<file path="config.mk">
export PLATFORM = sky130hd
export DESIGN_NAME = pipeline_stall_ctrl_flat
export DESIGN_NICKNAME = d
export VERILOG_FILES = /design/src/rtl/pipe_ctrl_pkg.sv /design/src/rtl/pipeline_stall_ctrl_if.sv /design/src/rtl/sat_counter.sv /design/src/rtl/pipeline_stall_ctrl.sv /design/src/flat_wrapper.sv
export SDC_FILE = /design/constraint.sdc
export NUM_CORES = 1
export LEC_CHECK = 0
export BUFFER_PORTS_ARGS = -buffer_cell sky130_fd_sc_hd__buf_4
export CAP_MARGIN = 20
export CORE_MARGIN = 2
export CORE_UTILIZATION = 49
export DETAILED_ROUTE_END_ITERATION = 10
export PLACE_DENSITY = 0.78
export SYNTH_ARGS = -nofsm -noshare
export SYNTH_HDL_FRONTEND = slang
export SYNTH_SLANG_ARGS = --single-unit
</file>
<file path="constraint.sdc">
create_clock -name clk -period 2.65 [get_ports clk]
set_clock_uncertainty 0.2 [all_clocks]
set_input_delay 0.53 -clock clk [delete_from_list [all_inputs] [get_ports clk]]
set_output_delay 0.53 -clock clk [all_outputs]
set_load 0.05 [all_outputs]
</file>
<file path="src/rtl/pipe_ctrl_pkg.sv">
// ---------------------------------------------------------------------------
// pipe_ctrl_pkg
// Shared definitions for the pipeline stall/flush controller.
//   pipe_state_e : controller operating mode (RUN / STALL / FLUSH)
//   NOP_CTRL     : control bundle value meaning "no operation" in ID/EX
//   RESET_PC     : fetch address after reset
// ---------------------------------------------------------------------------
package pipe_ctrl_pkg;

   typedef enum logic [1:0] {
      ST_RUN   = 2'd0,
      ST_STALL = 2'd1,
      ST_FLUSH = 2'd2
   } pipe_state_e;

   localparam int unsigned NOP_CTRL = 0;
   localparam int unsigned RESET_PC = 0;

endpackage

</file>
<file path="src/rtl/pipeline_stall_ctrl_if.sv">
// ---------------------------------------------------------------------------
// pipeline_stall_ctrl_if
// Bundles the hazard-unit, branch, fetch and decode signals going into the
// stall controller together with the pipeline-register outputs it owns.
//   master : hazard unit / fetch / decode side (drives requests, sees regs)
//   slave  : the stall controller itself
// Inputs to controller : pc_write, IFID_write, nop_control, ext_stall,
//                        branch_taken, branch_target, if_instr, id_ctrl
// Outputs of controller: pc, ifid_instr, ifid_pc, ifid_valid, idex_ctrl,
//                        idex_valid, stall_cnt, flush_cnt, stall_err
// ---------------------------------------------------------------------------
interface pipeline_stall_ctrl_if #(
   parameter int PC_W    = 8,
   parameter int INSTR_W = 32,
   parameter int CTRL_W  = 9,
   parameter int CNT_W   = 16
);

   logic               pc_write;
   logic               IFID_write;
   logic               nop_control;
   logic               ext_stall;
   logic               branch_taken;
   logic [PC_W-1:0]    branch_target;
   logic [INSTR_W-1:0] if_instr;
   logic [CTRL_W-1:0]  id_ctrl;

   logic [PC_W-1:0]    pc;
   logic [INSTR_W-1:0] ifid_instr;
   logic [PC_W-1:0]    ifid_pc;
   logic               ifid_valid;
   logic [CTRL_W-1:0]  idex_ctrl;
   logic               idex_valid;
   logic [CNT_W-1:0]   stall_cnt;
   logic [CNT_W-1:0]   flush_cnt;
   logic               stall_err;

   modport master (
      output pc_write, IFID_write, nop_control, ext_stall, branch_taken,
             branch_target, if_instr, id_ctrl,
      input  pc, ifid_instr, ifid_pc, ifid_valid, idex_ctrl, idex_valid,
             stall_cnt, flush_cnt, stall_err
   );

   modport slave (
      input  pc_write, IFID_write, nop_control, ext_stall, branch_taken,
             branch_target, if_instr, id_ctrl,
      output pc, ifid_instr, ifid_pc, ifid_valid, idex_ctrl, idex_valid,
             stall_cnt, flush_cnt, stall_err
   );

endinterface

</file>
<file path="src/rtl/sat_counter.sv">
// ---------------------------------------------------------------------------
// sat_counter
// Event counter that sticks at all-ones instead of wrapping.
//   clk : rising-edge clock
//   clr : synchronous clear (wins over inc)
//   inc : count one event this edge
//   q   : current count
// ---------------------------------------------------------------------------
module sat_counter #(
   parameter int W = 16
) (
   input  logic         clk,
   input  logic         clr,
   input  logic         inc,
   output logic [W-1:0] q
);

   logic [W-1:0] count_q;

   // Count register: clear has priority, and once all-ones is reached further
   // events are dropped so a long run of stalls never reads back as small.
   always_ff @(posedge clk) begin
      if (clr) begin
         count_q <= '0;
      end else if (inc && (count_q != {W{1'b1}})) begin
         count_q <= count_q + W'(1);
      end
   end

   assign q = count_q;

endmodule

</file>
<file path="src/rtl/pipeline_stall_ctrl.sv">
// ---------------------------------------------------------------------------
// pipeline_stall_ctrl
// Owns the PC, IF/ID and ID/EX-control registers of the 8-bit core and
// applies load-use freezes, bubble insertion, branch flushes and memory
// stalls to them. Keeps saturating stall/flush statistics and raises a
// sticky error when a load-use stall lasts longer than MAX_STALL cycles.
// Ports:
//   clk   : rising-edge clock
//   rst_n : synchronous reset, active low
//   bus   : pipeline_stall_ctrl_if.slave (hazard/branch/fetch/decode inputs,
//           pipeline register and statistics outputs)
// ---------------------------------------------------------------------------
module pipeline_stall_ctrl
   import pipe_ctrl_pkg::*;
#(
   parameter int PC_W      = 8,
   parameter int INSTR_W   = 32,
   parameter int CTRL_W    = 9,
   parameter int FLUSH_CYC = 1,
   parameter int MAX_STALL = 4,
   parameter int CNT_W     = 16
) (
   input  logic                  clk,
   input  logic                  rst_n,
   pipeline_stall_ctrl_if.slave  bus
);

   localparam int SW = $clog2(MAX_STALL + 2);
   localparam logic [SW-1:0] STALL_LIMIT  = SW'(MAX_STALL);
   localparam logic [SW-1:0] STALL_SAT    = SW'(MAX_STALL + 1);
   localparam logic [1:0]    FLUSH_RELOAD = 2'(FLUSH_CYC - 1);
   localparam logic [CTRL_W-1:0] CTRL_NOP = CTRL_W'(NOP_CTRL);
   localparam logic [PC_W-1:0]   PC_RESET = PC_W'(RESET_PC);

   pipe_state_e        state_q,      state_d;
   logic [1:0]         flush_rem_q,  flush_rem_d;
   logic [SW-1:0]      stall_run_q,  stall_run_d;
   logic [SW-1:0]      stall_run_inc;
   logic               stall_err_q,  stall_err_d;
   logic [PC_W-1:0]    pc_q,         pc_d;
   logic [PC_W-1:0]    pc_plus1;
   logic [INSTR_W-1:0] ifid_instr_q, ifid_instr_d;
   logic [PC_W-1:0]    ifid_pc_q,    ifid_pc_d;
   logic               ifid_valid_q, ifid_valid_d;
   logic [CTRL_W-1:0]  idex_ctrl_q,  idex_ctrl_d;
   logic               idex_valid_q, idex_valid_d;
   logic               stall_inc;
   logic               flush_inc;

   assign pc_plus1      = pc_q + PC_W'(1);
   assign stall_run_inc = (stall_run_q == STALL_SAT) ? stall_run_q : stall_run_q + SW'(1);

   // Next-state and next-register logic. Everything defaults to "hold", which
   // is exactly what a memory stall needs. A taken branch beats any load-use
   // request; FLUSH ignores the hazard unit because the instructions it would
   // protect are already being squashed. The consecutive-stall run saturates
   // one past the limit so the comparison stays valid however long it lasts.
   always_comb begin
      state_d      = state_q;
      flush_rem_d  = flush_rem_q;
      stall_run_d  = stall_run_q;
      stall_err_d  = stall_err_q;
      pc_d         = pc_q;
      ifid_instr_d = ifid_instr_q;
      ifid_pc_d    = ifid_pc_q;
      ifid_valid_d = ifid_valid_q;
      idex_ctrl_d  = idex_ctrl_q;
      idex_valid_d = idex_valid_q;
      stall_inc    = 1'b0;
      flush_inc    = 1'b0;

      if (bus.ext_stall) begin
         state_d = state_q;
      end else if (bus.branch_taken) begin
         pc_d         = bus.branch_target;
         ifid_instr_d = '0;
         ifid_pc_d    = '0;
         ifid_valid_d = 1'b0;
         idex_ctrl_d  = CTRL_NOP;
         idex_valid_d = 1'b0;
         flush_inc    = 1'b1;
         stall_run_d  = '0;
         if (FLUSH_RELOAD != 2'd0) begin
            state_d     = ST_FLUSH;
            flush_rem_d = FLUSH_RELOAD;
         end else begin
            state_d     = ST_RUN;
            flush_rem_d = 2'd0;
         end
      end else begin
         case (state_q)
            ST_FLUSH: begin
               pc_d         = pc_plus1;
               ifid_instr_d = bus.if_instr;
               ifid_pc_d    = pc_q;
               ifid_valid_d = 1'b1;
               idex_ctrl_d  = CTRL_NOP;
               idex_valid_d = 1'b0;
               if (flush_rem_q <= 2'd1) begin
                  state_d     = ST_RUN;
                  flush_rem_d = 2'd0;
               end else begin
                  flush_rem_d = flush_rem_q - 2'd1;
               end
            end
            default: begin
               if (bus.nop_control) begin
                  idex_ctrl_d  = CTRL_NOP;
                  idex_valid_d = 1'b0;
                  if (bus.pc_write) begin
                     pc_d = pc_plus1;
                  end
                  if (bus.IFID_write) begin
                     ifid_instr_d = bus.if_instr;
                     ifid_pc_d    = pc_q;
                     ifid_valid_d = 1'b1;
                  end
                  stall_inc   = 1'b1;
                  stall_run_d = stall_run_inc;
                  if (stall_run_inc > STALL_LIMIT) begin
                     stall_err_d = 1'b1;
                  end
                  state_d = ST_STALL;
               end else begin
                  pc_d         = pc_plus1;
                  ifid_instr_d = bus.if_instr;
                  ifid_pc_d    = pc_q;
                  ifid_valid_d = 1'b1;
                  idex_ctrl_d  = bus.id_ctrl;
                  idex_valid_d = ifid_valid_q;
                  stall_run_d  = '0;
                  state_d      = ST_RUN;
               end
            end
         endcase
      end
   end

   // State and pipeline registers. Reset drops any flush or stall in progress
   // and restarts fetch from the reset PC with empty pipeline stages.
   always_ff @(posedge clk) begin
      if (!rst_n) begin
         state_q      <= ST_RUN;
         flush_rem_q  <= 2'd0;
         stall_run_q  <= '0;
         stall_err_q  <= 1'b0;
         pc_q         <= PC_RESET;
         ifid_instr_q <= '0;
         ifid_pc_q    <= '0;
         ifid_valid_q <= 1'b0;
         idex_ctrl_q  <= CTRL_NOP;
         idex_valid_q <= 1'b0;
      end else begin
         state_q      <= state_d;
         flush_rem_q  <= flush_rem_d;
         stall_run_q  <= stall_run_d;
         stall_err_q  <= stall_err_d;
         pc_q         <= pc_d;
         ifid_instr_q <= ifid_instr_d;
         ifid_pc_q    <= ifid_pc_d;
         ifid_valid_q <= ifid_valid_d;
         idex_ctrl_q  <= idex_ctrl_d;
         idex_valid_q <= idex_valid_d;
      end
   end

   sat_counter #(.W(CNT_W)) u_stall_cnt (
      .clk (clk),
      .clr (~rst_n),
      .inc (stall_inc),
      .q   (bus.stall_cnt)
   );

   sat_counter #(.W(CNT_W)) u_flush_cnt (
      .clk (clk),
      .clr (~rst_n),
      .inc (flush_inc),
      .q   (bus.flush_cnt)
   );

   assign bus.pc         = pc_q;
   assign bus.ifid_instr = ifid_instr_q;
   assign bus.ifid_pc    = ifid_pc_q;
   assign bus.ifid_valid = ifid_valid_q;
   assign bus.idex_ctrl  = idex_ctrl_q;
   assign bus.idex_valid = idex_valid_q;
   assign bus.stall_err  = stall_err_q;

endmodule

</file>
<file path="src/flat_wrapper.sv">
// flat-port wrapper written by rule: the top's interface ports become plain ports
module pipeline_stall_ctrl_flat import pipe_ctrl_pkg::*;
#(
   parameter int PC_W      = 8,
   parameter int INSTR_W   = 32,
   parameter int CTRL_W    = 9,
   parameter int FLUSH_CYC = 1,
   parameter int MAX_STALL = 4,
   parameter int CNT_W     = 16
)
  (clk, rst_n, bus_pc_write, bus_IFID_write, bus_nop_control, bus_ext_stall, bus_branch_taken, bus_branch_target, bus_if_instr, bus_id_ctrl, bus_pc, bus_ifid_instr, bus_ifid_pc, bus_ifid_valid, bus_idex_ctrl, bus_idex_valid, bus_stall_cnt, bus_flush_cnt, bus_stall_err);
  pipeline_stall_ctrl_if #(.PC_W(PC_W), .INSTR_W(INSTR_W), .CTRL_W(CTRL_W), .CNT_W(CNT_W)) bus_i ();
  input  logic clk;
  input  logic rst_n;
  input wire logic [$bits(bus_i.pc_write)-1:0] bus_pc_write;
  input wire logic [$bits(bus_i.IFID_write)-1:0] bus_IFID_write;
  input wire logic [$bits(bus_i.nop_control)-1:0] bus_nop_control;
  input wire logic [$bits(bus_i.ext_stall)-1:0] bus_ext_stall;
  input wire logic [$bits(bus_i.branch_taken)-1:0] bus_branch_taken;
  input wire logic [$bits(bus_i.branch_target)-1:0] bus_branch_target;
  input wire logic [$bits(bus_i.if_instr)-1:0] bus_if_instr;
  input wire logic [$bits(bus_i.id_ctrl)-1:0] bus_id_ctrl;
  output wire logic [$bits(bus_i.pc)-1:0] bus_pc;
  output wire logic [$bits(bus_i.ifid_instr)-1:0] bus_ifid_instr;
  output wire logic [$bits(bus_i.ifid_pc)-1:0] bus_ifid_pc;
  output wire logic [$bits(bus_i.ifid_valid)-1:0] bus_ifid_valid;
  output wire logic [$bits(bus_i.idex_ctrl)-1:0] bus_idex_ctrl;
  output wire logic [$bits(bus_i.idex_valid)-1:0] bus_idex_valid;
  output wire logic [$bits(bus_i.stall_cnt)-1:0] bus_stall_cnt;
  output wire logic [$bits(bus_i.flush_cnt)-1:0] bus_flush_cnt;
  output wire logic [$bits(bus_i.stall_err)-1:0] bus_stall_err;
  assign bus_i.pc_write = bus_pc_write;
  assign bus_i.IFID_write = bus_IFID_write;
  assign bus_i.nop_control = bus_nop_control;
  assign bus_i.ext_stall = bus_ext_stall;
  assign bus_i.branch_taken = bus_branch_taken;
  assign bus_i.branch_target = bus_branch_target;
  assign bus_i.if_instr = bus_if_instr;
  assign bus_i.id_ctrl = bus_id_ctrl;
  assign bus_pc = bus_i.pc;
  assign bus_ifid_instr = bus_i.ifid_instr;
  assign bus_ifid_pc = bus_i.ifid_pc;
  assign bus_ifid_valid = bus_i.ifid_valid;
  assign bus_idex_ctrl = bus_i.idex_ctrl;
  assign bus_idex_valid = bus_i.idex_valid;
  assign bus_stall_cnt = bus_i.stall_cnt;
  assign bus_flush_cnt = bus_i.flush_cnt;
  assign bus_stall_err = bus_i.stall_err;
  pipeline_stall_ctrl #(.PC_W(PC_W), .INSTR_W(INSTR_W), .CTRL_W(CTRL_W), .FLUSH_CYC(FLUSH_CYC), .MAX_STALL(MAX_STALL), .CNT_W(CNT_W)) u_core (.clk(clk), .rst_n(rst_n), .bus(bus_i));
endmodule
</file>
==> results of run 1 <==
-- registers in the layout, summed over array words and instances, names as in the netlist --
register and flops:
u_core.u_flush_cnt.q 16, u_core.u_stall_cnt.q 16, u_core.bus.ifid_pc 8, u_core.bus.ifid_valid 1
u_core.stall_run_q 3, u_core.bus.idex_ctrl 9, u_core.bus.pc 8, u_core.bus.stall_err 1
u_core.bus.ifid_instr 32, u_core.bus.idex_valid 1
-- worst min path at each step --
stage	startpoint	endpoint	slack (ps)	depth (start not counted)
6_report	bus_id_ctrl[7]	u_core.bus.idex_ctrl[7]$_SDFFE_PN0N_	200	3
5_1_grt	bus_id_ctrl[7]	u_core.bus.idex_ctrl[7]$_SDFFE_PN0N_	200	3
4_1_cts	bus_id_ctrl[7]	u_core.bus.idex_ctrl[7]$_SDFFE_PN0N_	190	3
3_5_place_dp	u_core.bus.stall_err$_SDFFE_PN0P_	u_core.bus.stall_err$_SDFFE_PN0P_	260	1
3_3_place_gp	u_core.bus.stall_err$_SDFFE_PN0P_	u_core.bus.stall_err$_SDFFE_PN0P_	250	1
2_1_floorplan	u_core.stall_run_q[2]$_SDFFE_PN0N_	u_core.stall_run_q[2]$_SDFFE_PN0N_	320	2
-- Yosys cell counts (3+ instances only) --
cell type and n:
a21oi_1 31, a22oi_1 50, a31oi_1 5, and3_1 5, and4_1 3, clkbuf_1 24, dfxtp_1 95, ha_1 5
inv_1 5, mux2i_1 6, nand2_1 29, nand2b_1 6, nand3_1 7, nand4_1 13, nor2_1 65, nor3_1 6
nor4_1 6, o21ai_0 20, o31ai_1 9, o41ai_1 5, or3_1 15, or4_1 6
-- placed cells by master (no fill, tap or decap), drive strengths merged, types with 7 or more instances in the layout --
| cell | count |
|---|---|
| nand4 | 13 |
| nor2 | 65 |
| nand2 | 29 |
| or4 | 7 |
| o31ai | 9 |
| o21ai | 20 |
| nand3 | 7 |
| a22oi | 50 |
| buf | 161 |
| a21oi | 31 |
| clkbuf | 11 |
| dfxtp | 95 |
| or3 | 15 |
| inv | 7 |
-- per-layer routing --
metal	vias to the layer above	wire (um)	GRT usage, %
li1	1960	-	-
met1	1914	4370	28.74
met3	9	795	6.581
met4	0	136	7.971
met5	-	0	0
met2	130	5460	43.15
-- where the power goes --
part	total, uW	internal (uW)	switching, uW	leakage [uW]
combinational	392	149	243	0.00135
sequential	1490	1460	29.5	0.000770
clock	1050	535	518	0.000114
total	2930	2140	790	0.00223
-- metrics by stage --
step	hold WS, ps	cell area [um^2]	std cells
floorplan	319.4	3965	449
global placement	249.9	5204	684
detailed placement	259.7	5204	684
CTS	191.8	5424	700
global route	196.3	5436	702
finish	199.5	5436	702
-- cell families (layout without fill, tap and decap cells) --
kind of cell	after synthesis	after routing	share of synthesized area (%)
flip-flops	95	95	47.96
adder cells (fa/ha/maj)	5	5	1.578
buffers and inverters	34	185	3.471
AO/OA/AOI/OAI	132	132	21.99
multiplexers	7	7	1.799
XOR/XNOR	2	2	0.4419
AND/OR/NAND/NOR	174	174	22.75
-- critical path, cell delays in order, from the launching register on --
cell      delay, ps
dfxtp_1         420
ha_1            220
nand3_1         110
o41ai_1         540
clkbuf_2        260
buf_4           150
mux2i_1         170
nor2_1           50
-- area by class of cell --
class | count | area, um^2 | share of cell area (%)
well taps | 102 | 127.6 | 2.348
flip-flops and latches | 95 | 1902 | 34.98
clock inverters | 7 | 96.34 | 1.772
repair buffers | 163 | 1234 | 22.69
clock buffers | 9 | 123.9 | 2.278
multi-input cells | 320 | 1931 | 35.51
inverters | 6 | 22.52 | 0.4143
==> out/metrics.csv, run 1 <==
metric;value;unit
reg2reg_depth;7;
fin_nets;656;
timing.rr.start;u_core.u_stall_cnt.q[1]$_SDFFE_PN0P_;
viasPerCell;5.717;
place.gp.congestion;0.8224;
worstPathArrival;2260;ps
drcViolationCount;0;
synth_top_area_share;47.96;%
maxSlewHeadroom;46.40;%
gr-usage-all-layers;24.49;%
yosys.area.top_type;dfxtp_1;
root_buffer;clkbuf_8;
wl_per_cell;15.33;um
avgSynthCellArea;8.831;um^2
die_h;93.96;um
drive_gt1_share;31.33;%
num_antenna_cells;0;
powerDensity;539.8;nW/um^2
fmaxAchievable;446.9;MHz
status;finished, final reports clean;
path_max_fanout;8;
reg2reg_to;u_core.u_stall_cnt.q[1]$_SDFFE_PN0P_;
coreArea;7767;um^2
core.rowCount;32;
critPathCapture;u_core.u_stall_cnt.q[1]$_SDFFE_PN0P_;
fillers;645;
power.leakage;0.002234;uW
startpoint;u_core.u_stall_cnt.q[1]$_SDFFE_PN0P_;
grt-ovfl-total;0;
hold_viol;0;
finalPower;2935;uW
dp_hpwl;7573;um
die-width;93.96;um
start_kind;register;
worst_ep_required_time;2670;ps
postCtsSetupBuffers;0;
ant_nets;0;
clk-insertion-delay-late;350;ps
syn2layout_area_growth;37.11;%
hold_class;in -> reg;
cts_sinks;95;
synth_edf_count;0;
netlist_area;3965;um^2
endpoint_kind;register;
fin_util;69.99;%
cts.path.max_buffers;2;
htreeDepth;3;
drt_iter0_markers;148;
via_count;4013;
cts_buffers;9;
syn_inst;449;
rsz0062_at_grt;no;
setup_slack;412.5;ps
dieArea;8828;um^2
drt_wl_total;10760;um
worst_pin_slew;802.8;ps
synth_area_leaders;dfxtp_1, a22oi_1, nor2_1;
fin_crit_sh;84.43;%
start_util;51.05;%
synth_flop_cell;dfxtp_1;
antenna_found_initial;0;
synth-async-reset-ratio;0;%
grt_pass1_vias;3843;
postCtsHoldBufs;0;
ff2ff_setup_slack;410;ps
yosysWarnings;0;
yosysSeqAreaShare;47.96;%
maxCapViolCount;0;
io_pins;148;
slew_viol_final;0;
dr.pass1.iters;5;
grt_pass1_wl;17550;um
synth_nets;510;
criticalPathCategory;reg -> reg;
min_period;2237;ps
dp_slack;59.01;ps
ys_types;48;
cts_resized;0;
ir_drop;0.0003086;V
clk_pin_slew_worst_paths;100;ps
ys_seq_elements;95;
portBuffers;147;
setup-tns-final;0;ps
finalSetupViolations;0;
grt_max_degree;44;
cts_tree;built;
No activity file was read; power rests on OpenSTA's default activity.
==> run 2: changes to the inputs <==
--- a/config.mk
+++ b/config.mk
@@ -5,12 +5,13 @@
 export SDC_FILE = /design/constraint.sdc
 export NUM_CORES = 1
 export LEC_CHECK = 0
+export ABC_AREA = 1
 export BUFFER_PORTS_ARGS = -buffer_cell sky130_fd_sc_hd__buf_4
 export CAP_MARGIN = 20
 export CORE_MARGIN = 2
-export CORE_UTILIZATION = 49
+export CORE_UTILIZATION = 51
 export DETAILED_ROUTE_END_ITERATION = 10
-export PLACE_DENSITY = 0.78
+export PLACE_DENSITY = 0.79
 export SYNTH_ARGS = -nofsm -noshare
 export SYNTH_HDL_FRONTEND = slang
 export SYNTH_SLANG_ARGS = --single-unit
==> constraint.sdc (replaced) <==
create_clock -name clk -period 2.1 [get_ports clk]
set_clock_uncertainty 0.2 [all_clocks]
set_input_delay 0.42 -clock clk [delete_from_list [all_inputs] [get_ports clk]]
set_output_delay 0.42 -clock clk [all_outputs]
set_load 0.05 [all_outputs]
==> out/metrics.csv, run 2 <==
metric;value;unit;change
maxCapViolCount;0;;unchanged
die-width;97.30;um;+3.6%
synth_common_cells;nand2_1, dfxtp_1, a21oi_1, nor2_1, nand3_1;;
num_antenna_cells;0;;unchanged
timing.rr.start;u_core.u_stall_cnt.q[1]$_SDFFE_PN0P_;;
ir_drop;0.0003391;V;+9.9%
synth-async-reset-ratio;0;%;unchanged
grt-ovfl-total;0;;unchanged
finalSetupViolations;0;;unchanged
fmaxAchievable;543.7;MHz;+22%
synth_top_area_share;42.84;%;-5.1 points
power.leakage;0.002448;uW;+9.6%
cts.path.max_buffers;2;;unchanged
start_util;51.66;%;+0.61 points
worstHoldStart;bus_id_ctrl[7];;
ff2ff_setup_slack;260;ps;-150 ps
layout_common_cells;nand2_1, buf_4, dfxtp_1, a21oi_1, nor2_1;;
wl_met1;4851;um;+11%
postCtsHoldBufs;0;;unchanged
grt_pass1_vias;4156;;+8.1%
avgSynthCellArea;7.207;um^2;-18%
fin_nets;817;;+25%
place_area;5589;um^2;+7.4%
cts_buffers;9;;unchanged
synth_nets;677;;+33%
coreArea;8593;um^2;+11%
clk_pin_slew_worst_paths;110;ps;about the same
design_area;5811;um^2;+6.9%
drt_iter0_markers;167;;+13%
die_h;97.30;um;+3.6%
ys_seq_elements;95;;unchanged
cpLargestDelayFamily;simple AND/OR/NAND/NOR gates;;
setup-tns-final;0;ps;unchanged
final_common_cell;nand2_1;;
fillers;769;;+19%
hold_viol;0;;unchanged
drive_gt1_share;27.07;%;-4.3 points
synth_area_leaders;dfxtp_1, nand2_1, a21oi_1;;
min_period;1839;ps;-398.4 ps
maxSlewHeadroom;60.67;%;+14 points
root_buffer;clkbuf_8;;
hold_class;in -> reg;;
drt_wl_total;11420;um;+6.1%
cts_sinks;95;;unchanged
yosysMostFrequentCell;nand2_1;;
worstPathArrival;1930;ps;-330 ps
ys_types;32;;-33%
cp_slowest_stage_delay;400;ps;-140 ps
dr.max_layer_used;met4;;
portBuffers;147;;unchanged
grt_pass1_wl;18920;um;+7.8%
cts_tree;built;;
drcViolationCount;0;;unchanged
postCtsSetupBuffers;0;;unchanged
yosys.area.top_type;dfxtp_1;;
endpoint_kind;register;;
worst_pin_slew;586.8;ps;-216.0 ps
slew_viol_final;0;;unchanged
cts_resized;0;;unchanged
reg2reg_depth;8;;+1
status;finished, final reports clean;;
netlist_area;4439;um^2;+12%
core.rowCount;34;;+6.3%
place.gp.congestion;0.9084;;+10%
place_inst;852;;+25%
io_pins;148;;unchanged
fin_cells;869;;+24%
yosysWarnings;0;;unchanged
cp.buffers_inverters;1;;-1
worst_ep_required_time;2190;ps;-480 ps
reg2reg_to;u_core.u_stall_cnt.q[2]$_SDFFE_PN0P_;;
via_count;4471;;+11%
dp_slack;40.53;ps;-18.48 ps
antenna_found_initial;0;;unchanged
htreeDepth;3;;unchanged
syn2layout_area_growth;30.89;%;
syn_inst;616;;+37%
path_cells;ha_1 > inv_1 > nor2_4 > nand2_4 > nor2_4 > nor2_2 > nand2_1 > a21oi_1;;
gr-usage-all-layers;23.71;%;-0.77 points
powerDensity;640.9;nW/um^2;+19%
crit_slowest_cell;nor2_2;;
finalPower;3724;uW;+27%
dieArea;9466;um^2;+7.2%
yosysSeqAreaShare;42.84;%;-5.1 points
synth_edf_count;0;;unchanged
fin_crit_sh;87.58;%;+3.1 points
cp_common_cell;nor2_4;;
wl_per_cell;13.14;um;-14%
largest_reg_flops;32;;unchanged
criticalPathCategory;reg -> reg;;
rsz0062_at_grt;no;;
start_kind;register;;
setup_slack;260.9;ps;-151.6 ps
holdPathEnd;u_core.bus.idex_ctrl[7]$_SDFFE_PN0N_;;
dr.pass1.iters;4;;-1
dp_hpwl;8003;um;+5.7%
dr_wl_met3;445;um;-44%
viasPerCell;5.145;;-10%
path_max_fanout;11;;+3
synth_flop_cell;dfxtp_1;;
grt_max_degree;50;;+14%
wl_met2;5925;um;+8.5%
ant_nets;0;;unchanged
whs_path_depth;3;;unchanged
clk-insertion-delay-late;370;ps;+20 ps
-- run 2: worst min-delay path, stage by stage --
cell and delay, ps:
buf_4 110, nand2_1 50, a21oi_1 50
-- run 2: per-stage QoR --
step | utilization, % | hold WS, ps
3_3_place_gp | 65.04 | 244.8
5_1_grt | 67.62 | 85.65
2_1_floorplan | - | 269.3
6_report | 67.62 | 92.12
3_5_place_dp | 65.04 | 255.0
4_1_cts | 67.55 | 77.52
-- run 2: worst max path at each step --
stage	from	to	slack, ps	cells after the start
2_1_floorplan	u_core.u_flush_cnt.q[0]$_SDFFE_PN0P_	u_core.u_flush_cnt.q[13]$_SDFFE_PN0P_	10	9
3_3_place_gp	bus_branch_taken	u_core.u_stall_cnt.q[12]$_SDFFE_PN0P_	80	9
3_5_place_dp	bus_branch_taken	u_core.u_stall_cnt.q[12]$_SDFFE_PN0P_	40	10
4_1_cts	u_core.u_stall_cnt.q[1]$_SDFFE_PN0P_	u_core.u_stall_cnt.q[12]$_SDFFE_PN0P_	130	10
5_1_grt	u_core.u_flush_cnt.q[1]$_SDFFE_PN0P_	u_core.u_flush_cnt.q[5]$_SDFFE_PN0P_	110	7
6_report	u_core.u_stall_cnt.q[1]$_SDFFE_PN0P_	u_core.u_stall_cnt.q[2]$_SDFFE_PN0P_	260	8
-- run 2: layout make-up --
cell class	count	area [um^2]	share of cell area (%)
Sequential cell	95	1902	32.73
Clock inverter	7	91.34	1.572
Clock buffer	9	123.9	2.132
Inverter	34	127.6	2.196
Tap cell	108	135.1	2.326
Multi-Input combinational cell	459	2240	38.54
Timing Repair Buffer	157	1191	20.50
-- run 2: metal layers --
| layer | track usage, % | up-vias |
|---|---|---|
| met5 | 0 | - |
| met2 | 43.54 | 104 |
| met3 | 2.734 | 15 |
| li1 | - | 2273 |
| met1 | 28.64 | 2079 |
| met4 | 8.226 | 0 |
-- run 2: cells by family after synthesis --
family / count (synthesis) / share of synthesized area, %
XOR/XNOR: 16 / 3.157
AND/OR/NAND/NOR: 338 / 33.68
flip-flops: 95 / 42.84
buffers and inverters: 63 / 7.018
AO/OA/AOI/OAI: 99 / 11.89
adder cells (fa/ha/maj): 5 / 1.409
-- run 2: power breakdown --
part / switching, uW / total (uW) / internal [uW] / leakage (uW)
clock network: 708 / 1290 / 577 / 0.000105
logic: 357 / 551 / 194 / 0.00157
registers: 38.5 / 1890 / 1850 / 0.000771
